`src/rtl/fft_pkg.sv`:
```
// Shared FFT datapath helpers: default sample width, saturating clamp, rounded halving.
// Latency: n/a (package of constants and combinational functions).
// Backpressure: n/a.
//
// Reused by the butterfly, twiddle and stage blocks. The functions operate on
// 64-bit signed values so that any width up to 32 bits (plus growth bits) fits.
package fft_pkg;

    localparam int DW_DEF = 16;

    // Clamp x into the signed range of a dw-bit two's complement number.
    function automatic longint sat_dw(input longint x, input int dw);
        longint hi;
        longint lo;
        hi = (longint'(1) << (dw - 1)) - 1;
        lo = -(longint'(1) << (dw - 1));
        if (x > hi) begin
            return hi;
        end else if (x < lo) begin
            return lo;
        end
        return x;
    endfunction

    // Divide by two, rounding half up: (x + 1) >>> 1.
    function automatic longint rnd_half(input longint x);
        return (x + 1) >>> 1;
    endfunction

endpackage

```
`src/rtl/radix2_bf_pipe_if.sv`:
```
// Butterfly stream bundle: enable, two input legs, per-sample mode, two result legs, overflow.
// Latency: n/a (wires only).
// Backpressure: none; ce stalls the whole pipeline, there is no ready signal.
//
// Ports (slave = butterfly view):
//   in : ce, in_valid, scale, ovf_clr, dina_r/i, dinb_r/i
//   out: out_valid, ovf, douta_r/i (A+B), doutb_r/i (A-B)
interface radix2_bf_pipe_if
    import fft_pkg::*;
#(
    parameter int DW = DW_DEF
);
    logic                 ce;
    logic                 in_valid;
    logic                 scale;
    logic                 ovf_clr;
    logic signed [DW-1:0] dina_r;
    logic signed [DW-1:0] dina_i;
    logic signed [DW-1:0] dinb_r;
    logic signed [DW-1:0] dinb_i;
    logic                 out_valid;
    logic                 ovf;
    logic signed [DW-1:0] douta_r;
    logic signed [DW-1:0] douta_i;
    logic signed [DW-1:0] doutb_r;
    logic signed [DW-1:0] doutb_i;

    modport master (
        output ce, in_valid, scale, ovf_clr, dina_r, dina_i, dinb_r, dinb_i,
        input  out_valid, ovf, douta_r, douta_i, doutb_r, doutb_i
    );

    modport slave (
        input  ce, in_valid, scale, ovf_clr, dina_r, dina_i, dinb_r, dinb_i,
        output out_valid, ovf, douta_r, douta_i, doutb_r, doutb_i
    );
endinterface

```
`src/rtl/fft_delay_line.sv`:
```
// Alignment shift register of DEPTH words, advancing only on ce; DEPTH=0 is a plain wire.
// Latency: DEPTH ce-cycles.
// Backpressure: none; ce=0 holds every stage.
//
// Ports: clk, rst (sync, active high), ce, din[DW], dout[DW].
module fft_delay_line #(
    parameter int DW    = 16,
    parameter int DEPTH = 10
) (
    input  logic                 clk,
    input  logic                 rst,
    input  logic                 ce,
    input  logic signed [DW-1:0] din,
    output logic signed [DW-1:0] dout
);

    generate
        if (DEPTH == 0) begin : g_wire
            logic unused_ctrl;
            assign unused_ctrl = ^{clk, rst, ce};
            assign dout        = din;
        end else begin : g_regs
            logic signed [DW-1:0] dly_q [DEPTH];

            always_ff @(posedge clk) begin
                if (rst) begin
                    for (int i = 0; i < DEPTH; i++) begin
                        dly_q[i] <= '0;
                    end
                end else if (ce) begin
                    dly_q[0] <= din;
                    for (int i = 1; i < DEPTH; i++) begin
                        dly_q[i] <= dly_q[i-1];
                    end
                end
            end

            assign dout = dly_q[DEPTH-1];
        end
    endgenerate

endmodule

```
`src/rtl/radix2_bf_pipe.sv`:
```
// Radix-2 DIF butterfly: A delayed DELAY ce-cycles, then A+B / A-B, scaled-rounded or saturated.
// Latency: 2 ce-cycles from dinb/in_valid, DELAY+2 from dina.
// Backpressure: none; one butterfly per ce-cycle, ce=0 freezes every register.
//
// Ports: clk, rst (sync, active high), bus (radix2_bf_pipe_if.slave).
module radix2_bf_pipe
    import fft_pkg::*;
#(
    parameter int DW    = DW_DEF,
    parameter int DELAY = 10
) (
    input  logic            clk,
    input  logic            rst,
    radix2_bf_pipe_if.slave bus
);

    // Stage 2 result for one component: halve with rounding, or clamp to DW bits.
    function automatic logic signed [DW-1:0] post(input logic signed [DW:0] x, input logic sc);
        if (sc) begin
            return DW'(rnd_half(longint'(x)));
        end
        return DW'(sat_dw(longint'(x), DW));
    endfunction

    // True when the unscaled path has to clamp this component.
    function automatic logic clamps(input logic signed [DW:0] x, input logic sc);
        return !sc && (sat_dw(longint'(x), DW) != longint'(x));
    endfunction

    logic signed [DW-1:0] a_r_dly;
    logic signed [DW-1:0] a_i_dly;

    fft_delay_line #(.DW(DW), .DEPTH(DELAY)) u_dly_r (
        .clk  (clk),
        .rst  (rst),
        .ce   (bus.ce),
        .din  (bus.dina_r),
        .dout (a_r_dly)
    );

    fft_delay_line #(.DW(DW), .DEPTH(DELAY)) u_dly_i (
        .clk  (clk),
        .rst  (rst),
        .ce   (bus.ce),
        .din  (bus.dina_i),
        .dout (a_i_dly)
    );

    // Stage 1: one bit of growth, no rounding yet.
    logic signed [DW:0] sum_r_d, sum_i_d, dif_r_d, dif_i_d;
    logic signed [DW:0] sum_r_q, sum_i_q, dif_r_q, dif_i_q;
    logic               vld1_q, scl1_q;

    always_comb begin
        sum_r_d = (DW+1)'(a_r_dly) + (DW+1)'(bus.dinb_r);
        sum_i_d = (DW+1)'(a_i_dly) + (DW+1)'(bus.dinb_i);
        dif_r_d = (DW+1)'(a_r_dly) - (DW+1)'(bus.dinb_r);
        dif_i_d = (DW+1)'(a_i_dly) - (DW+1)'(bus.dinb_i);
    end

    always_ff @(posedge clk) begin
        if (rst) begin
            sum_r_q <= '0;
            sum_i_q <= '0;
            dif_r_q <= '0;
            dif_i_q <= '0;
            vld1_q  <= 1'b0;
            scl1_q  <= 1'b0;
        end else if (bus.ce) begin
            sum_r_q <= sum_r_d;
            sum_i_q <= sum_i_d;
            dif_r_q <= dif_r_d;
            dif_i_q <= dif_i_d;
            vld1_q  <= bus.in_valid;
            scl1_q  <= bus.scale;
        end
    end

    // Stage 2: per-component post-processing and the sticky overflow flag.
    logic signed [DW-1:0] douta_r_d, douta_i_d, doutb_r_d, doutb_i_d;
    logic signed [DW-1:0] douta_r_q, douta_i_q, doutb_r_q, doutb_i_q;
    logic                 vld2_q;
    logic                 sat_any;
    logic                 ovf_d, ovf_q;

    always_comb begin
        douta_r_d = post(sum_r_q, scl1_q);
        douta_i_d = post(sum_i_q, scl1_q);
        doutb_r_d = post(dif_r_q, scl1_q);
        doutb_i_d = post(dif_i_q, scl1_q);
        sat_any   = clamps(sum_r_q, scl1_q) | clamps(sum_i_q, scl1_q)
                  | clamps(dif_r_q, scl1_q) | clamps(dif_i_q, scl1_q);
        // A new saturation beats a simultaneous clear; the clear ignores ce.
        ovf_d     = (bus.ce & vld1_q & sat_any) | (ovf_q & ~bus.ovf_clr);
    end

    always_ff @(posedge clk) begin
        if (rst) begin
            douta_r_q <= '0;
            douta_i_q <= '0;
            doutb_r_q <= '0;
            doutb_i_q <= '0;
            vld2_q    <= 1'b0;
            ovf_q     <= 1'b0;
        end else begin
            if (bus.ce) begin
                vld2_q <= vld1_q;
                // Result registers hold their last valid sample across bubbles.
                if (vld1_q) begin
                    douta_r_q <= douta_r_d;
                    douta_i_q <= douta_i_d;
                    doutb_r_q <= doutb_r_d;
                    doutb_i_q <= doutb_i_d;
                end
            end
            ovf_q <= ovf_d;
        end
    end

    assign bus.out_valid = vld2_q;
    assign bus.ovf       = ovf_q;
    assign bus.douta_r   = douta_r_q;
    assign bus.douta_i   = douta_i_q;
    assign bus.doutb_r   = doutb_r_q;
    assign bus.doutb_i   = doutb_i_q;

endmodule
```
`src/flat_wrapper.sv`:
```
// flat-port wrapper written by rule: the top's interface ports become plain ports
module radix2_bf_pipe_flat import fft_pkg::*;
#(
    parameter int DW    = DW_DEF,
    parameter int DELAY = 10
)
  (clk, rst, bus_ce, bus_in_valid, bus_scale, bus_ovf_clr, bus_dina_r, bus_dina_i, bus_dinb_r, bus_dinb_i, bus_out_valid, bus_ovf, bus_douta_r, bus_douta_i, bus_doutb_r, bus_doutb_i);
  radix2_bf_pipe_if #(.DW(DW)) bus_i ();
  input  logic clk;
  input  logic rst;
  input wire logic [$bits(bus_i.ce)-1:0] bus_ce;
  input wire logic [$bits(bus_i.in_valid)-1:0] bus_in_valid;
  input wire logic [$bits(bus_i.scale)-1:0] bus_scale;
  input wire logic [$bits(bus_i.ovf_clr)-1:0] bus_ovf_clr;
  input wire logic [$bits(bus_i.dina_r)-1:0] bus_dina_r;
  input wire logic [$bits(bus_i.dina_i)-1:0] bus_dina_i;
  input wire logic [$bits(bus_i.dinb_r)-1:0] bus_dinb_r;
  input wire logic [$bits(bus_i.dinb_i)-1:0] bus_dinb_i;
  output wire logic [$bits(bus_i.out_valid)-1:0] bus_out_valid;
  output wire logic [$bits(bus_i.ovf)-1:0] bus_ovf;
  output wire logic [$bits(bus_i.douta_r)-1:0] bus_douta_r;
  output wire logic [$bits(bus_i.douta_i)-1:0] bus_douta_i;
  output wire logic [$bits(bus_i.doutb_r)-1:0] bus_doutb_r;
  output wire logic [$bits(bus_i.doutb_i)-1:0] bus_doutb_i;
  assign bus_i.ce = bus_ce;
  assign bus_i.in_valid = bus_in_valid;
  assign bus_i.scale = bus_scale;
  assign bus_i.ovf_clr = bus_ovf_clr;
  assign bus_i.dina_r = bus_dina_r;
  assign bus_i.dina_i = bus_dina_i;
  assign bus_i.dinb_r = bus_dinb_r;
  assign bus_i.dinb_i = bus_dinb_i;
  assign bus_out_valid = bus_i.out_valid;
  assign bus_ovf = bus_i.ovf;
  assign bus_douta_r = bus_i.douta_r;
  assign bus_douta_i = bus_i.douta_i;
  assign bus_doutb_r = bus_i.doutb_r;
  assign bus_doutb_i = bus_i.doutb_i;
  radix2_bf_pipe #(.DW(DW), .DELAY(DELAY)) u_core (.clk(clk), .rst(rst), .bus(bus_i));
endmodule
```
`config.mk`:
```
export PLATFORM = sky130hd
export DESIGN_NAME = radix2_bf_pipe_flat
export DESIGN_NICKNAME = d
export VERILOG_FILES = /design/src/rtl/fft_pkg.sv /design/src/rtl/radix2_bf_pipe_if.sv /design/src/rtl/fft_delay_line.sv /design/src/rtl/radix2_bf_pipe.sv /design/src/flat_wrapper.sv
export SDC_FILE = /design/constraint.sdc
export NUM_CORES = 1
export LEC_CHECK = 0
export CAP_MARGIN = 40
export CORE_MARGIN = 5
export CORE_UTILIZATION = 50
export CTS_CLUSTER_DIAMETER = 100
export CTS_CLUSTER_SIZE = 25
export DETAILED_ROUTE_END_ITERATION = 8
export HOLD_SLACK_MARGIN = 0.08
export PLACE_DENSITY = 0.69
export REMOVE_ABC_BUFFERS = 1
export SLEW_MARGIN = 20
export SYNTH_ARGS = -nofsm -noshare
export SYNTH_HDL_FRONTEND = slang
export SYNTH_SLANG_ARGS = --single-unit
```
`constraint.sdc`:
```
create_clock -name clk -period 16.4 [get_ports clk]
set_input_delay 4.1 -clock clk [delete_from_list [all_inputs] [get_ports clk]]
set_output_delay 4.1 -clock clk [all_outputs]
set_load 0.03 [all_outputs]
```
### Word-level counts from Yosys, hierarchy flattened

Memory sizes are Yosys's and may differ from the RTL's.
Index checks and enable logic that the tools add are counted.

* bits in registers: 136
* bits in latches: 0
* bits in writable memories: 320
* memory bits (read-only): 0
* input bits: 70
* output and inout port bits: 66
* memories: 2

* add/subtract/negate cells: 8
* multipliers: 0
* div/mod/pow operators: 0
* $lt $le $gt $ge: 8
* eq/ne operators: 4
* shifts and indexed selects: 0
* muxes and demuxes: 62
* bitwise logic cells: 28
* reduce and logical (&&, ||, !) cells: 6

Memory list
* u_core.u_dly_i.g_regs.dly_q: words 10, bits a word 16, rd ports 10, clocked after memory_dff 0, write ports 10, RTL line fft_delay_line.sv:23 `logic signed [DW-1:0] dly_q [DEPTH];`
* u_core.u_dly_r.g_regs.dly_q: words 10, bits a word 16, rd ports 10, clocked after memory_dff 0, write ports 10, RTL line fft_delay_line.sv:23

Operators with widths (number)
* $mux 64: 12
* $mux 16: 32
* $ne 64x17->1: 4
* $add 17x2->17 const B: 4
* $gt 17x16->1 const B: 4
* $lt 17x16->1 const B: 4
* $add 16x16->17: 2
* $sub 16x16->17: 2
* $or 1x1->1: 24
* $mux 1: 18
* $logic_and 1x1->1: 4
* $and 1x1->1: 3
* $reduce_and 2->1: 1
* $logic_not 1->1: 1
* $not 1->1: 1

### Logic depth before layout (Yosys ltp)

Gate-level depths: netlist of the first run.

* depth in word-level cells: 11
* depth in mapped cells: 10
* gate-level depth less buffers: 10

### By module

From an unflattened synthesis of the first run, not the netlist that was laid out.

* cell total of the unflattened synthesis: 1983
* area total of the unflattened synthesis: 22644.2 um^2

Modules (own cells, without submodules)
* fft_delay_line: times used 2, cells each 371, area each 6618.8 um^2, sequential area each 4804.6 um^2
* radix2_bf_pipe: times used 1, cells each 1241, area each 9406.5 um^2, sequential area each 2682.6 um^2

### Worst setup path after synthesis of the first run

No wires, ideal clock.

* path kind: in2reg
* start: input bus_ce
* end: memory u_core.u_dly_i.g_regs.dly_q[0][0] (enable)
* data arrival time: 10.685 ns
* required time: 15.731 ns
* path slack: 5.046 ns
* stages on the path: 3
* cells stage by stage: clkbuf_1 -> nor2_1 -> inv_1

RTL lines
* start: declaration: RTL line flat_wrapper.sv:11 `input wire logic [$bits(bus_i.ce)-1:0] bus_ce;`
* end: declaration: RTL line fft_delay_line.sv:23

### Worst setup path in the final report of the first run

* start: input bus_dinb_i[1]
* end: register u_core.dif_i_q[13]

* cells in the longest elaborated chain, start to end: 1

RTL lines
* start: declaration: RTL line flat_wrapper.sv:18 `input wire logic [$bits(bus_i.dinb_i)-1:0] bus_dinb_i;`
* $sub 16x16->17: RTL line radix2_bf_pipe.sv:58 `dif_i_d = (DW+1)'(a_i_dly) - (DW+1)'(bus.dinb_i);`
* end signal: assignment: RTL line radix2_bf_pipe.sv:73 `dif_i_q <= dif_i_d;`
* end: declaration: RTL line radix2_bf_pipe.sv:51 `logic signed [DW:0] sum_r_q, sum_i_q, dif_r_q, dif_i_q;`

No other way between the ends.
A chain may end at the register's enable or synchronous reset.

==> results.md, run 1 <==
- Root Driver: clkbuf_16
- Hold_sp: u_core.bus.doutb_i[10]
- Met2 Track Usage GR: 28.1%
- Post-CTS Repair Setup Buffers: 0
- Worst Hold Class: reg2reg
- Setup_tns: 0 ns
- # H-tree levels: 1
- Max Root-Sink Buffers: 3
- Fill count: 3560
- Crit path launch type: primary input
- Gr busiest metal: met2
- Area delta synth->final: 11.1%
- Initial antenna violation count: 0
- Post-synth top area share: 45.0%
- Buf/Inv on CP: 2
- Minimum clock period: 6.36 ns
- Worst relative slew slack: 47.4%
- Slowest cell on the critical path: clkdlybuf4s50_1
- Top post-synthesis cells by count: and3_1, edfxtp_1, nor2_1
- Crit-path cells: clkdlybuf4s50_1 > inv_1 > ha_1 > nor2b_1 > o31ai_1 > a311oi_1 > o21ai_0 > a21oi_1 > or3_1 > a32o_1
- CTS sink cnt: 454
- Setup slack after layout: 10.04 ns
- Layout cell share with drive strength beyond 1: 3.56%
- CTS tree: done
- Slew Viols, Final: 0
- Worst Setup End Kind: register
- Fmax achieved: 0.157 GHz
- Vias: 14300
- Hold-fix buffers, CTS: 0
- # diodes: 0
- TritonRoute pass-1 iters: 5
- Pre-CTS WS: 9.46 ns
- Vias in the first global route: 13400
- Setup Skew: 0.0198 ns
- Layout Nets: 2135
- Dominant synthesized flop cell: edfxtp_1
- Global-route wire length before repair: 67500 um
- Met3 Use GR: 1.67%
- Die H: 217 um
- Worst-skew pair later-pin latency: 0.55 ns
- GRT Overall Usage: 16.7%
- Slowest cell delay on critical path: 0.53 ns
- Synth area leader: edfxtp_1
- Peak VDD IR: 0.0683 mV
- Core footprint: 42100 um^2
- LEAKAGE: 10.0 nW
- Seq cells post-synth: 454
- Width of the chip: 217 um
- Critical R2R Launch: u_core.u_dly_i.g_regs.dly_q[9][1]
- Via/cell ratio: 5.63
- Number of CTS-inserted buffers: 22
- Rows: 75
- Area of the multi-input gates: 8260 um^2
- Critical path class: in2reg
- Antenna-violating nets left: 0
- Final Hold Fails: 0
- Sequential cell area: 12300 um^2
- Buffers on Ports: 135
- Worst Path Required: 16.85 ns
- Fin crit share: 38.8%
- Avg WL per Cell: 16.1 um
- Drt total wl: 40700 um
- Number of max-cap violations: 0
- Crit path max-delay family: compound AO/OA/AOI/OAI gates
- Most common cell in the netlist: and3_1
- CTS-repair resized insts: 0
- Worst slew pin tran: 0.788 ns
- Post-DP HPWL: 26500 um
- Met1 usage: 23.9%
- Congestion Overflow GR: 0
- Synth warn: 0
- RSZ-0062 raised after global routing: no
- RD Place Congestion: 0.855
- Initial core utilization: 50.7%
- Largest net degree at the start of global routing: 205
- Synth Area per Inst: 10.9 um^2
- Post-synthesis sequential area ratio: 57.5%
- Unique masters post-synth: 74
- Synth area leaders: edfxtp_1, dfxtp_1, and3_1
- Die Area: 47000 um^2
- Status: complete, no violations
- IO Count: 136
- Worst-path maximum fanout: 3
- CP startpoint: bus_dinb_i[1]
- Setup Viol. Count Final: 0
- Final core utilization: 56.4%
- Arr. time, crit path: 6.81 ns
- DR DRC count: 0
- Mapped cell area: 21400 um^2
- Clock transition at the registers of the reported paths: 0.10 ns
- EDFF count, synth: 320
- DR iter-0 viols: 1222
- Cell Pwr Density: 94.7 nW/um^2
- Synthesized instance count: 1962
- Ys async rst share: 0%
[path summary, 6_finish.rpt]
| path | endpoint | depth (start not counted) | slack (ns) |
|---|---|---|---|
| setup / recovery | u_core.dif_i_q[13] | 10 | 10.04 |
| hold / removal | u_core.bus.doutb_i[10] | 2 | 0.45 |
| setup reg to reg | u_core.dif_i_q[13] | 8 | 13.78 |
| hold reg to reg | u_core.bus.doutb_i[10] | 2 | 0.45 |
[cell families after synthesis]
kind of cell	Yosys count	share of synthesized area, %
adder cells (fa/ha/maj)	84	4.92
AO/OA/AOI/OAI	376	11.3
XOR/XNOR	86	3.52
AND/OR/NAND/NOR	732	18.3
multiplexers	13	0.609
buffers and inverters	217	3.88
flip-flops	454	57.5
[cell type report]
| type | count | share of cell area [%] |
|---|---|---|
| clock inverter | 4 | 0.305 |
| clock buffer | 23 | 2.33 |
| sequential | 454 | 51.7 |
| inverter | 69 | 1.15 |
| multi-input combinational | 1291 | 34.8 |
| tap | 539 | 2.84 |
| timing repair buffer | 155 | 6.88 |
[power by group]
part	total (W)	switching (W)	internal, W
Clock	0.000602	0.000345	0.000257
Sequential	0.00135	0.0000457	0.00130
Combinational	0.000301	0.000174	0.000126
Total	0.00225	0.000565	0.00168
[layer usage]
layer	vias up	routed length, um
li1	7228	-
met3	46	1510
met2	292	19300
met1	6706	19100
met4	0	777
met5	-	0
[state kept, by name, indices dropped and copies added (netlist names)]
| signal | cells |
|---|---|
| u_core.bus.doutb_i | 16 |
| u_core.bus.doutb_r | 16 |
| u_core.sum_r_q | 16 |
| u_core.vld1_q | 1 |
| u_core.bus.douta_r | 16 |
| u_core.sum_i_q | 16 |
| u_core.scl1_q | 1 |
| u_core.bus.ovf | 1 |
| u_core.bus.douta_i | 16 |
| u_core.dif_i_q | 17 |
| u_core.u_dly_r.g_regs.dly_q | 160 |
| u_core.bus.out_valid | 1 |
| u_core.u_dly_i.g_regs.dly_q | 160 |
| u_core.dif_r_q | 17 |
[tightest hold or removal path: cells and delay by family, from the launching register on]
family / cells / cell delay (ns)
AO/OA/AOI/OAI: 1 / 0.05
AND/OR/NAND/NOR: 1 / 0.05
flip-flops: 1 / 0.32
[layout by cell type, fill, tap and decap left out, types with 12 or more instances in the layout]
cell type        count
clkbuf_16           22
o21ai_0             96
a21oi_1            104
a31oi_1             17
o211ai_1            12
maj3_1              12
nor2b_1             18
clkdlybuf4s50_1    133
and3_1             334
nor2_1             161
xor2_1              23
mux2i_1             13
inv_1               66
ha_1                68
dfxtp_1            133
xnor2_1             63
a211oi_1            49
edfxtp_1           320
or3_1               13
nand2_1             91
nand3_1             32
nor3_1              30
[stage by stage]
stage | area [um^2] | hold WS (ns) | power (W) | cells
CTS | 23700 | 0.460 | 0.00227 | 2532
detailed placement | 23100 | 0.446 | 0.00167 | 2505
global placement | 22900 | 0.439 | 0.00166 | 2499
finish | 23800 | 0.454 | 0.00225 | 2535
floorplan | 20800 | 0.469 | 0.00157 | 1814
global route | 23800 | 0.489 | 0.00236 | 2535
Power figures use the tool's default switching activity.
==> run 2, diff against run 1 <==
--- a/config.mk
+++ b/config.mk
@@ -12,7 +12,7 @@
 export CTS_CLUSTER_SIZE = 25
 export DETAILED_ROUTE_END_ITERATION = 8
 export HOLD_SLACK_MARGIN = 0.08
-export PLACE_DENSITY = 0.69
+export PLACE_DENSITY = 0.72
 export REMOVE_ABC_BUFFERS = 1
 export SLEW_MARGIN = 20
 export SYNTH_ARGS = -nofsm -noshare
==> constraint.sdc (replaced) <==
create_clock -name clk -period 5.81 [get_ports clk]
set_input_delay 1.4525 -clock clk [delete_from_list [all_inputs] [get_ports clk]]
set_output_delay 1.4525 -clock clk [all_outputs]
set_load 0.03 [all_outputs]
==> results.md, run 2 (synthesized netlist as in run 1, its figures left out) <==
- IO Count: 136 (unchanged)
- Number of CTS-inserted buffers: 22 (unchanged)
- Area delta synth->final: 10.6% (was 11.1%)
- Layout Nets: 2129 (was 2135)
- # diodes: 0 (unchanged)
- Most frequent cells in the layout: and3_1, edfxtp_1, nor2_1 (unchanged)
- GRT Overall Usage: 16.7% (about the same)
- Buffers on Ports: 135 (unchanged)
- RR Endpoint: u_core.sum_r_q[14] (was u_core.dif_i_q[13])
- Worst-skew pair later-pin latency: 0.56 ns (was 0.55 ns)
- Setup Skew: 0.0161 ns (was 0.0198 ns)
- Layout cell share with drive strength beyond 1: 3.27% (was 3.56%)
- Worst Hold Class: reg2reg (unchanged)
- Final core utilization: 56.1% (was 56.4%)
- Worst-path maximum fanout: 8 (was 3)
- Top flop regs: u_core.u_dly_i.g_regs.dly_q x160, u_core.u_dly_r.g_regs.dly_q x160 (unchanged)
- CP startpoint: bus_dinb_r[2] (was bus_dinb_i[1])
- Setup Viol. Count Final: 0 (unchanged)
- Fin crit share: 62.1%
- Finished Layout Cells: 2529 (was 2535)
- Root Driver: clkbuf_16 (unchanged)
- Placed inst area: 23000 um^2 (was 23100 um^2)
- CTS sink cnt: 454 (unchanged)
- Die Area: 47000 um^2 (unchanged)
- Initial antenna violation count: 0 (unchanged)
- Post-DP HPWL: 26300 um (was 26500 um)
- Cell Pwr Density: 268 nW/um^2 (was 94.7 nW/um^2)
- Status: complete, no violations (unchanged)
- Global-route wire length before repair: 67700 um (was 67500 um)
- Antenna-violating nets left: 0 (unchanged)
- Via/cell ratio: 5.68 (was 5.63)
- RSZ-0062 raised after global routing: no (unchanged)
- LEAKAGE: 9.95 nW (was 10.0 nW)
- Die H: 217 um (unchanged)
- Core footprint: 42100 um^2 (unchanged)
- Slew Viols, Final: 0 (unchanged)
- R2R depth: 8 (unchanged)
- Initial core utilization: 50.7% (unchanged)
- R2R Setup Slk: 3.18 ns (was 13.78 ns)
- Fmax achieved: 0.277 GHz
- Critical path class: in2reg (unchanged)
- CTS tree: done (unchanged)
- Drt total wl: 41300 um (was 40700 um)
- Power consumption: 0.00635 W (was 0.00225 W)
- Arr. time, crit path: 4.08 ns (was 6.81 ns)
- CP endpoint: u_core.sum_r_q[14] (was u_core.dif_i_q[13])
- Worst Setup End Kind: register (unchanged)
- Commonest non-fill, non-tap cell in the layout: and3_1 (unchanged)
- Largest net degree at the start of global routing: 295 (was 205)
- Number of max-cap violations: 0 (unchanged)
- Minimum clock period: 3.61 ns
- TritonRoute pass-1 iters: 7 (was 5)
- Critical R2R Launch: u_core.u_dly_r.g_regs.dly_q[9][2] (was u_core.u_dly_i.g_regs.dly_q[9][1])
- Max Root-Sink Buffers: 3 (unchanged)
- Peak VDD IR: 0.196 mV (was 0.0683 mV)
- Congestion Overflow GR: 0 (unchanged)
- Width of the chip: 217 um (unchanged)
- Vias: 14400 (was 14300)
- Placed cells: 2499 (was 2505)
- # H-tree levels: 1 (unchanged)
- Hold-fix buffers, CTS: 0 (unchanged)
- Final Hold Fails: 0 (unchanged)
- Worst relative slew slack: 34.3% (was 47.4%)
- Worst Path Required: 6.28 ns (was 16.85 ns)
- Avg WL per Cell: 16.3 um (was 16.1 um)
- Final Cell Area: 23700 um^2 (was 23800 um^2)
- Post-CTS Repair Setup Buffers: 0 (unchanged)
- DR DRC count: 0 (unchanged)
- CTS-repair resized insts: 0 (unchanged)
- Rows: 75 (unchanged)
- Worst slew pin tran: 0.986 ns (was 0.788 ns)
- RD Place Congestion: 0.880 (was 0.855)
- Crit path launch type: primary input (unchanged)
- DR iter-0 viols: 1233 (was 1222)
- Clock transition at the registers of the reported paths: 0.09 ns (was 0.10 ns)
- Vias in the first global route: 13600 (was 13400)
-- run 2: cell types whose count changed in the layout (fill, tap and decap cells not counted), sizes merged --
cell    before  now
bufinv       1    0
buf         22   16
clkinv       3    4
-- run 2: worst min-delay path by stage --
stage	start	to	slack, ns	cells past startpoint
after floorplan	u_core.dif_i_q[11]	u_core.dif_i_q[11]	0.47	2
after global placement	u_core.bus.doutb_i[10]	u_core.bus.doutb_i[10]	0.44	2
after detailed placement	u_core.bus.douta_i[2]	u_core.bus.douta_i[2]	0.45	2
after CTS	u_core.bus.douta_i[2]	u_core.bus.douta_i[2]	0.47	2
after global routing	u_core.bus.douta_i[11]	u_core.bus.douta_i[11]	0.50	2
final	u_core.bus.douta_i[2]	u_core.bus.douta_i[2]	0.46	2
-- run 2: through the flow --
step	worst slack [ns]	hold slack, ns	setup TNS [ns]
after floorplan	-2.70	0.469	-1003.53
after global placement	1.66	0.439	0
after detailed placement	1.60	0.455	0
after CTS	2.21	0.468	0
after global routing	2.07	0.496	0
final	2.20	0.464	0
-- run 2: report_power, final --
group	internal (W)	switching [W]
Combinational	0.000351	0.000496
Sequential	0.00368	0.000131
Clock	0.000703	0.000991
-- run 2: area by class of cell --
cell class | count | area, um^2
inverters | 69 | 274
fillers | 3583 | 18500
clock buffers | 23 | 554
repair buffers | 149 | 1540
well taps | 539 | 674
flip-flops and latches | 454 | 12300
clock inverters | 4 | 60.1
multi-input cells | 1291 | 8260
-- run 2: critical path, cell delays in order --
cell and delay (ns):
clkdlybuf4s50_1 0.48, inv_1 0.05, ha_1 0.45, nor2_2 0.10
o311a_4 0.33, or4_4 0.43, a41oi_2 0.30, o31ai_2 0.10
xor2_1 0.16, a211oi_2 0.23
-- run 2: layer usage --
layer / share of wire [%] / track usage (%) / up-vias / wire length, um
met5: 0 / 0 / - / 0
met4: 2.1 / 3.84 / 0 / 882
met3: 3.4 / 1.67 / 56 / 1420
met2: 48 / 28.4 / 284 / 19800
met1: 47 / 23.5 / 6824 / 19300
li1: - / - / 7200 / -
